===== src/rtl/reg_file_loader_pkg.sv =====
// Shared definitions for the register-file nibble loader.
// State codes and nibble width used by the loader and its shifter.
package reg_file_loader_pkg;
  localparam int NIBBLE_W = 4;

  typedef logic [1:0] state_t;

  localparam state_t ENTRY  = 2'd0;
  localparam state_t COMMIT = 2'd1;
  localparam state_t HOLD   = 2'd2;
endpackage


===== src/rtl/reg_file_loader_nibble_shifter.sv =====
// Word assembly register for the loader.
// Shifts hex digits in MSB-first, clears, or restarts from one digit.
module nibble_shifter
  import reg_file_loader_pkg::*;
#(
  parameter int DW = 16
) (
  input  logic                clk,
  input  logic                reset,
  input  logic                clr,
  input  logic                shift,
  input  logic                load,
  input  logic [NIBBLE_W-1:0] nibble,
  output logic [DW-1:0]       ds
);

  // Clear wins over shift, shift over single-digit restart.
  always_ff @(posedge clk) begin
    if (reset) begin
      ds <= '0;
    end else if (clr) begin
      ds <= '0;
    end else if (shift) begin
      ds <= {ds[DW-NIBBLE_W-1:0], nibble};
    end else if (load) begin
      ds <= {{(DW-NIBBLE_W){1'b0}}, nibble};
    end
  end

endmodule


===== src/rtl/reg_file_loader.sv =====
// Hex-keypad style register-file writer.
// Collects ND nibbles, then pulses WE once with the sampled address.
module reg_file_loader
  import reg_file_loader_pkg::*;
#(
  parameter int DW = 16,
  parameter int AW = 3
) (
  input  logic                     clk,
  input  logic                     reset,
  input  logic                     step,
  input  logic                     abort,
  input  logic [3:0]               nibble_in,
  input  logic [AW-1:0]            adr_in,
  output logic [DW-1:0]            DS,
  output logic [AW-1:0]            W_Adr,
  output logic                     WE,
  output logic [$clog2(DW/4+1)-1:0] digit_cnt,
  output logic                     busy
);

  localparam int ND = DW / 4;
  localparam int CW = $clog2(ND + 1);

  state_t state;
  logic   clr;
  logic   shift;
  logic   load;
  logic   last;

  assign last = (digit_cnt == CW'(ND - 1));

  // Shifter controls; abort always beats step, COMMIT ignores both.
  always_comb begin
    clr   = 1'b0;
    shift = 1'b0;
    load  = 1'b0;
    case (state)
      ENTRY: begin
        clr   = abort;
        shift = step & ~abort;
      end
      HOLD: begin
        clr  = abort;
        load = step & ~abort;
      end
      default: ;
    endcase
  end

  nibble_shifter #(.DW(DW)) u_shifter (
    .clk    (clk),
    .reset  (reset),
    .clr    (clr),
    .shift  (shift),
    .load   (load),
    .nibble (nibble_in),
    .ds     (DS)
  );

  // Entry FSM: digit count, address capture and the one-cycle write.
  always_ff @(posedge clk) begin
    if (reset) begin
      state     <= ENTRY;
      digit_cnt <= '0;
      W_Adr     <= '0;
      WE        <= 1'b0;
    end else begin
      WE <= 1'b0;
      case (state)
        ENTRY: begin
          if (abort) begin
            digit_cnt <= '0;
          end else if (step) begin
            digit_cnt <= digit_cnt + CW'(1);
            if (last) begin
              W_Adr <= adr_in;
              WE    <= 1'b1;
              state <= COMMIT;
            end
          end
        end
        COMMIT: state <= HOLD;
        HOLD: begin
          if (abort) begin
            digit_cnt <= '0;
            state     <= ENTRY;
          end else if (step) begin
            digit_cnt <= CW'(1);
            state     <= ENTRY;
          end
        end
        default: state <= ENTRY;
      endcase
    end
  end

  // Decoded from registers only.
  assign busy = (state == COMMIT) ||
                ((state == ENTRY) && (digit_cnt != '0));

endmodule


===== config.mk =====
export PLATFORM = sky130hd
export DESIGN_NAME = reg_file_loader
export DESIGN_NICKNAME = d
export VERILOG_FILES = /design/src/rtl/reg_file_loader_pkg.sv /design/src/rtl/reg_file_loader_nibble_shifter.sv /design/src/rtl/reg_file_loader.sv
export SDC_FILE = /design/constraint.sdc
export NUM_CORES = 1
export LEC_CHECK = 0
export ABC_AREA = 1
export BUFFER_PORTS_ARGS = -buffer_cell sky130_fd_sc_hd__buf_2
export CELL_PAD_IN_SITES_DETAIL_PLACEMENT = 1
export CELL_PAD_IN_SITES_GLOBAL_PLACEMENT = 2
export CORE_ASPECT_RATIO = 1.2
export CORE_MARGIN = 2
export CORE_UTILIZATION = 31
export CTS_BUF_LIST = sky130_fd_sc_hd__clkbuf_4
export CTS_CLUSTER_DIAMETER = 100
export DETAILED_ROUTE_END_ITERATION = 10
export PLACE_DENSITY = 0.84
export SLEW_MARGIN = 20
export SYNTH_ARGS = -nofsm -noshare
export SYNTH_HDL_FRONTEND = slang
export SYNTH_SLANG_ARGS = --single-unit

===== constraint.sdc =====
create_clock -name clk -period 2.8 [get_ports clk]
set_input_delay 0.28 -clock clk [delete_from_list [all_inputs] [get_ports clk]]
set_output_delay 0.28 -clock clk [all_outputs]
set_load 0.005 [all_outputs]

==> results_dict.tcl, run 1 <==
set metrics [dict create \
    grt-ovfl-total 0 \
    clockBufferDepth 2 \
    yosys_register_bits 25 \
    cp_max_fo 5 \
    grt_use_total 0.140 \
    hold_violations 0 \
    syn2layout_area_growth_pct 19.8 \
    rows 23 \
    final_core_util 0.390 \
    antenna_found_initial 0 \
    tns_ns 0 \
    hold_buffers 0 \
    slowest_stage "dfxtp_1" \
    synth_compound_area_frac 0.152 \
    core_area_mm2 0.00334 \
    slew_headroom 0.720 \
    synth_cell_type_count 20 \
    cts_buffers 3 \
    start_util 0.326 \
    dieArea_mm2 0.00400 \
    drt-met1-wl_mm 1.16 \
    htreeDepth 1 \
    timing.rr.start "state[0]" \
    final_cell_area_mm2 0.00130 \
    r2r_cells 5 \
    cpPeakStageDelay_ns 0.43 \
    synth_xor_area_frac 0 \
    drcViolationCount 0 \
    wl_per_cell_um 12.6 \
    synth_warnings 0 \
    synth_area_mm2 0.00109 \
    io_pins 35 \
    drv_slew 0 \
    clk_root_buffer_cell "clkbuf_4" \
    cts_tree "yes" \
    end_kind "output port" \
    dp_hpwl_mm 2.03 \
    regToRegEndpoint "W_Adr[1]" \
    hold_start "nibble_in[0]" \
    ys_top_cells_by_area "dfxtp_1 (46%), nand2_1 (8.6%), a21oi_2 (8.1%)" \
    max_freq_ghz 0.613 \
    place_area_mm2 0.00127 \
    clkSinkCount 25 \
    synth-simple-area-share 0.280 \
    clock-skew-final_ns 0.00434 \
    first_global_vias 918 \
    die_w_um 58.1 \
    crit_required_ns 2.52 \
    peakVddDrop_mv 0.165 \
    reg2reg_setup_slack_ns 1.41 \
    drt_wl_total_mm 2.58 \
    worstSetupPathType "reg -> out" \
    arrival_ns 1.35 \
    maxUsedRoutingLayer "met4" \
    hp-class "in -> reg" \
    path_buf_inv 2 \
    maxCapViolations 0 \
    netlist_instances 134 \
    die_h_um 68.9 \
    gp_congestion 0.727 \
    vias 992 \
    setup_violations 0 \
    rsz0062_at_grt "no" \
    drtIter0Drc 14 \
    grt_pass1_wl_mm 4.22 \
    finalNetCount 183 \
    leakagePower_uw 0.000569 \
    drtPass1Iterations 4 \
    postCtsSetupBuffers 0 \
    antenna_cells 0 \
    fin_crit_sh 0.582 \
    post_cts_resized 0 \
    wl_met3_um 132 \
    synth_top_family_by_area "simple AND/OR/NAND/NOR gates" \
    synthMuxAreaShare 0 \
    ant_nets 0 \
    crit_chain "inv_1, ha_1, a31oi_1, buf_2" \
    synth_nets 148 \
    whs_path_depth 3 \
    synth_top_area_frac 0.460 \
    vias_per_cell 4.84 \
    port_buffers 34 \
    period_needed_ns 1.63 \
    met2RoutedLength_mm 1.27 \
    startpoint_type "register" \
    outcome "complete, no violations" \
    cts.clk_slew.worst_paths_ns 0.13 \
    yosys.area.top_type "dfxtp_1" \
    fin_hold_ws_ns 0.195 \
    syn_area_per_cell_um2 8.11 \
    worst_pin_slew_ns 0.418 \
    grt_max_degree 18 \
    hold_end "u_shifter.ds[0]" \
    powerDensity_mw_per_mm2 445 \
    clock_latency_ns 0.31 \
    path_delay_family "flip-flops" \
    synth-adder-area-share 0.0345 \
    ys_seq_area_frac 0.460 \
    drive_above_1_share 0.327 \
]
==> worst max-delay path by stage <==
stage	start	to	slack (ns)	cells after the start
finish	digit_cnt[0]	busy	1.17	4
global placement	state[0]	W_Adr[2]	1.47	5
floorplan	digit_cnt[0]	W_Adr[0]	1.64	6
global route	digit_cnt[0]	busy	1.04	4
detailed placement	digit_cnt[0]	W_Adr[1]	1.39	6
CTS	digit_cnt[0]	busy	1.13	4
==> state kept, by name (all words and copies together), names as in the netlist <==
name / count
u_shifter.ds: 16
W_Adr: 3
digit_cnt: 3
state: 2
WE: 1
==> synth_stat cells <==
master   count
buf_6        1
a31oi_1      1
nor2_4       2
nand4_1      4
a21oi_1      5
nand2_1     25
inv_1       11
inv_2        2
ha_1         3
buf_2        1
buf_4        2
a21oi_2     10
dfxtp_1     25
nor2_1      19
nand3_1     12
nor3_1       2
nand3_2      1
o21ai_0      6
a21oi_4      1
nand2_4      1
==> cells in the final DEF, fill, tap and decap left out <==
master     n
nand4_1    4
nand2_4    1
nand3_2    1
nand3_1   12
nor2_1    19
ha_1       3
nor3_1     2
a31oi_1    1
nor2_4     2
a21oi_1    5
dfxtp_1   25
clkbuf_4   4
a21oi_2   10
inv_2      2
inv_1     11
buf_2     34
a21oi_4    1
nand2_1   25
o21ai_0    6
==> metrics by stage <==
| stage | cells | setup WS [ns] | power, uW |
|---|---|---|---|
| after floorplan | 134 | 1.64 | 402 |
| after global placement | 201 | 1.47 | 421 |
| after detailed placement | 201 | 1.39 | 422 |
| after CTS | 205 | 1.13 | 593 |
| after global routing | 205 | 1.04 | 617 |
| final | 205 | 1.17 | 580 |
==> cell families (layout without fill, tap and decap cells) <==
logic type	Yosys count	after routing
AOI/OAI and AO/OA	23	23
DFF	25	25
and+or+nand+nor	66	66
adders and majority gates	3	3
buffers and inverters	17	51
==> power by group <==
group / switching, uW / leakage [uW] / internal, uW
registers: 3.35 / 0.000202 / 360
clock network: 102 / 0.0000184 / 65.2
logic: 32.2 / 0.000348 / 17.5
==> cell type report <==
cell class | count | area (um^2)
inverters | 13 | 48.8
well taps | 37 | 46.3
multi-input cells | 92 | 507
clock buffers | 4 | 30.0
repair buffers | 34 | 170
fillers | 439 | 2040
flip-flops and latches | 25 | 500
==> metal layers <==
metal,global-route usage,vias to the layer above
met1,0.174,462
li1,-,504
met2,0.236,24
met5,0,-
met3,0.0205,2
met4,0.0698,0
==> worst register-to-register path: stages, from the launching register on <==
cell	delay, ns
dfxtp_1	0.40
nor2_4	0.37
nand2_1	0.17
nor2_1	0.22
nor2_1	0.07
nor2_1	0.11
Power figures use the tool's default switching activity.
==> run 2: changes to the inputs <==
--- a/config.mk
+++ b/config.mk
@@ -11,11 +11,11 @@
 export CELL_PAD_IN_SITES_GLOBAL_PLACEMENT = 2
 export CORE_ASPECT_RATIO = 1.2
 export CORE_MARGIN = 2
-export CORE_UTILIZATION = 31
+export CORE_UTILIZATION = 26
 export CTS_BUF_LIST = sky130_fd_sc_hd__clkbuf_4
 export CTS_CLUSTER_DIAMETER = 100
 export DETAILED_ROUTE_END_ITERATION = 10
-export PLACE_DENSITY = 0.84
+export PLACE_DENSITY = 0.75
 export SLEW_MARGIN = 20
 export SYNTH_ARGS = -nofsm -noshare
 export SYNTH_HDL_FRONTEND = slang
==> constraint.sdc (replaced) <==
create_clock -name clk -period 1.5 [get_ports clk]
set_input_delay 0.15 -clock clk [delete_from_list [all_inputs] [get_ports clk]]
set_output_delay 0.15 -clock clk [all_outputs]
set_load 0.005 [all_outputs]
==> results_dict.tcl, run 2 (same netlist as run 1, synthesis figures left out) <==
set metrics [dict create \
    rows 25 \
    final_cell_area_mm2 0.00135 \
    drt_wl_total_mm 2.78 \
    final_common_cell "buf_2" \
    core_area_mm2 0.00397 \
    drv_slew 0 \
    clock_latency_ns 0.32 \
    die_h_um 74.8 \
    maxUsedRoutingLayer "met4" \
    timing.rr.start "digit_cnt[1]" \
    clockBufferDepth 2 \
    drcViolationCount 0 \
    end_kind "output port" \
    wl_met3_um 110 \
    vias_per_cell 4.59 \
    maxCapViolations 0 \
    clkSinkCount 25 \
    tns_ns 0 \
    largest_reg_flops 16 \
    reg_top3 "u_shifter.ds: 16 flops, W_Adr: 3 flops, digit_cnt: 3 flops" \
    grt-ovfl-total 0 \
    fin_hold_ws_ns 0.0421 \
    port_buffers 34 \
    cpPeakStageDelay_ns 0.40 \
    dp_hpwl_mm 2.22 \
    regMostFlops "u_shifter.ds" \
    regToRegEndpoint "W_Adr[2]" \
    hp-class "in -> reg" \
    vias 1029 \
    outcome "complete, no violations" \
    place_area_mm2 0.00132 \
    hold_start "nibble_in[0]" \
    htreeDepth 1 \
    worst_pin_slew_ns 0.370 \
    crit_chain "inv_1, ha_1, a31oi_1, buf_2" \
    hold_buffers 0 \
    drive_above_1_share 0.341 \
    clk_root_buffer_cell "clkbuf_4" \
    crit_start "digit_cnt[1]" \
    drt-met1-wl_mm 1.19 \
    rsz0062_at_grt "no" \
    worstSetupPathType "reg -> out" \
    mostFrequentLayoutCells "buf_2 (34), nand2_1 (25), dfxtp_1 (24), nor2_1 (19), nand3_1 (12)" \
    clock-skew-final_ns 0.0150 \
    cts_tree "yes" \
    gp_congestion 0.783 \
    setup_violations 0 \
    antenna_found_initial 0 \
    hold_end "u_shifter.ds[0]" \
    drtPass1Iterations 4 \
    grt_pass1_wl_mm 4.84 \
    fin_crit_sh 0.931 \
    ant_nets 0 \
    cp_max_fo 4 \
    whs_path_depth 3 \
    die_w_um 63.0 \
    powerDensity_mw_per_mm2 811 \
    io_pins 35 \
    startpoint_type "register" \
    cts.clk_slew.worst_paths_ns 0.16 \
    start_util 0.274 \
    period_needed_ns 1.40 \
    cts_buffers 3 \
    crit_required_ns 1.35 \
    slowest_stage "dfxtp_1" \
    antenna_cells 0 \
    dieArea_mm2 0.00472 \
    hold_violations 0 \
    grt_use_total 0.127 \
    max_freq_ghz 0.716 \
    finalNetCount 185 \
    peakVddDrop_mv 0.277 \
    reg2reg_setup_slack_ns 0.22 \
    syn2layout_area_growth_pct 24.4 \
    r2r_cells 6 \
    leakagePower_uw 0.000577 \
    met2RoutedLength_mm 1.46 \
    slew_headroom 0.751 \
    drtIter0Drc 30 \
    arrival_ns 1.25 \
    wl_per_cell_um 12.4 \
    grt_max_degree 17 \
    first_global_vias 1074 \
]
run 2: cell types whose count changed in the layout (fill, tap and decap cells not counted), sizes merged:
cell      previous run  this run
buf                 34        36
clkbuf               4         3
clkinvlp             0         1
run 2: worst max path at each step:
| stage | slack (ns) | cells past startpoint | end |
|---|---|---|---|
| 2_1_floorplan | 0.34 | 6 | W_Adr[0] |
| 3_3_place_gp | 0.25 | 6 | W_Adr[2] |
| 3_5_place_dp | 0.20 | 6 | W_Adr[2] |
| 4_1_cts | 0.04 | 4 | busy |
| 5_1_grt | 0.005 | 4 | busy |
| 6_report | 0.10 | 4 | busy |
run 2: power by group:
group / leakage (uW) / switching (uW) / total (uW) / internal, uW
combinational: 0.000361 / 63.8 / 102 / 38.1
sequential: 0.000202 / 6.39 / 678 / 672
clock: 0.0000139 / 215 / 317 / 102
run 2: layout make-up:
| type | count | area (um^2) |
|---|---|---|
| fill | 514 | 2620 |
| timing repair buffer | 36 | 198 |
| inverter | 13 | 48.8 |
| tap | 54 | 67.6 |
| clock inverter | 1 | 7.51 |
| sequential | 25 | 502 |
| multi-input combinational | 92 | 507 |
| clock buffer | 3 | 22.5 |
run 2: per-layer routing:
| layer | up-vias | GRT usage |
|---|---|---|
| li1 | 512 | - |
| met1 | 493 | 0.153 |
| met2 | 22 | 0.232 |
| met3 | 2 | 0.0209 |
| met4 | 0 | 0.0469 |
| met5 | - | 0 |
run 2: stage by stage:
step                total power [uW]   util  instances  setup WS, ns
floorplan                        750      -        134         0.344
global placement                 794  0.333        220         0.252
detailed placement               796  0.333        220         0.203
CTS                             1110  0.340        224        0.0377
global route                    1150  0.340        224       0.00519
finish                          1100  0.340        224         0.104
run 2: worst max-delay path, delay by kind of cell (launching register included):
| family | cells | cell delay (ns) |
|---|---|---|
| buffers and inverters | 2 | 0.19 |
| adders and majority gates | 1 | 0.18 |
| AOI/OAI and AO/OA | 1 | 0.16 |
| DFF | 1 | 0.40 |
run 2: what timing repair did:
| item | in CTS | in global routing |
|---|---|---|
| endpoints found under the setup margin | 0 | 1 |
| setup buffers | 0 | 0 |
| gates resized for setup | 0 | 1 |
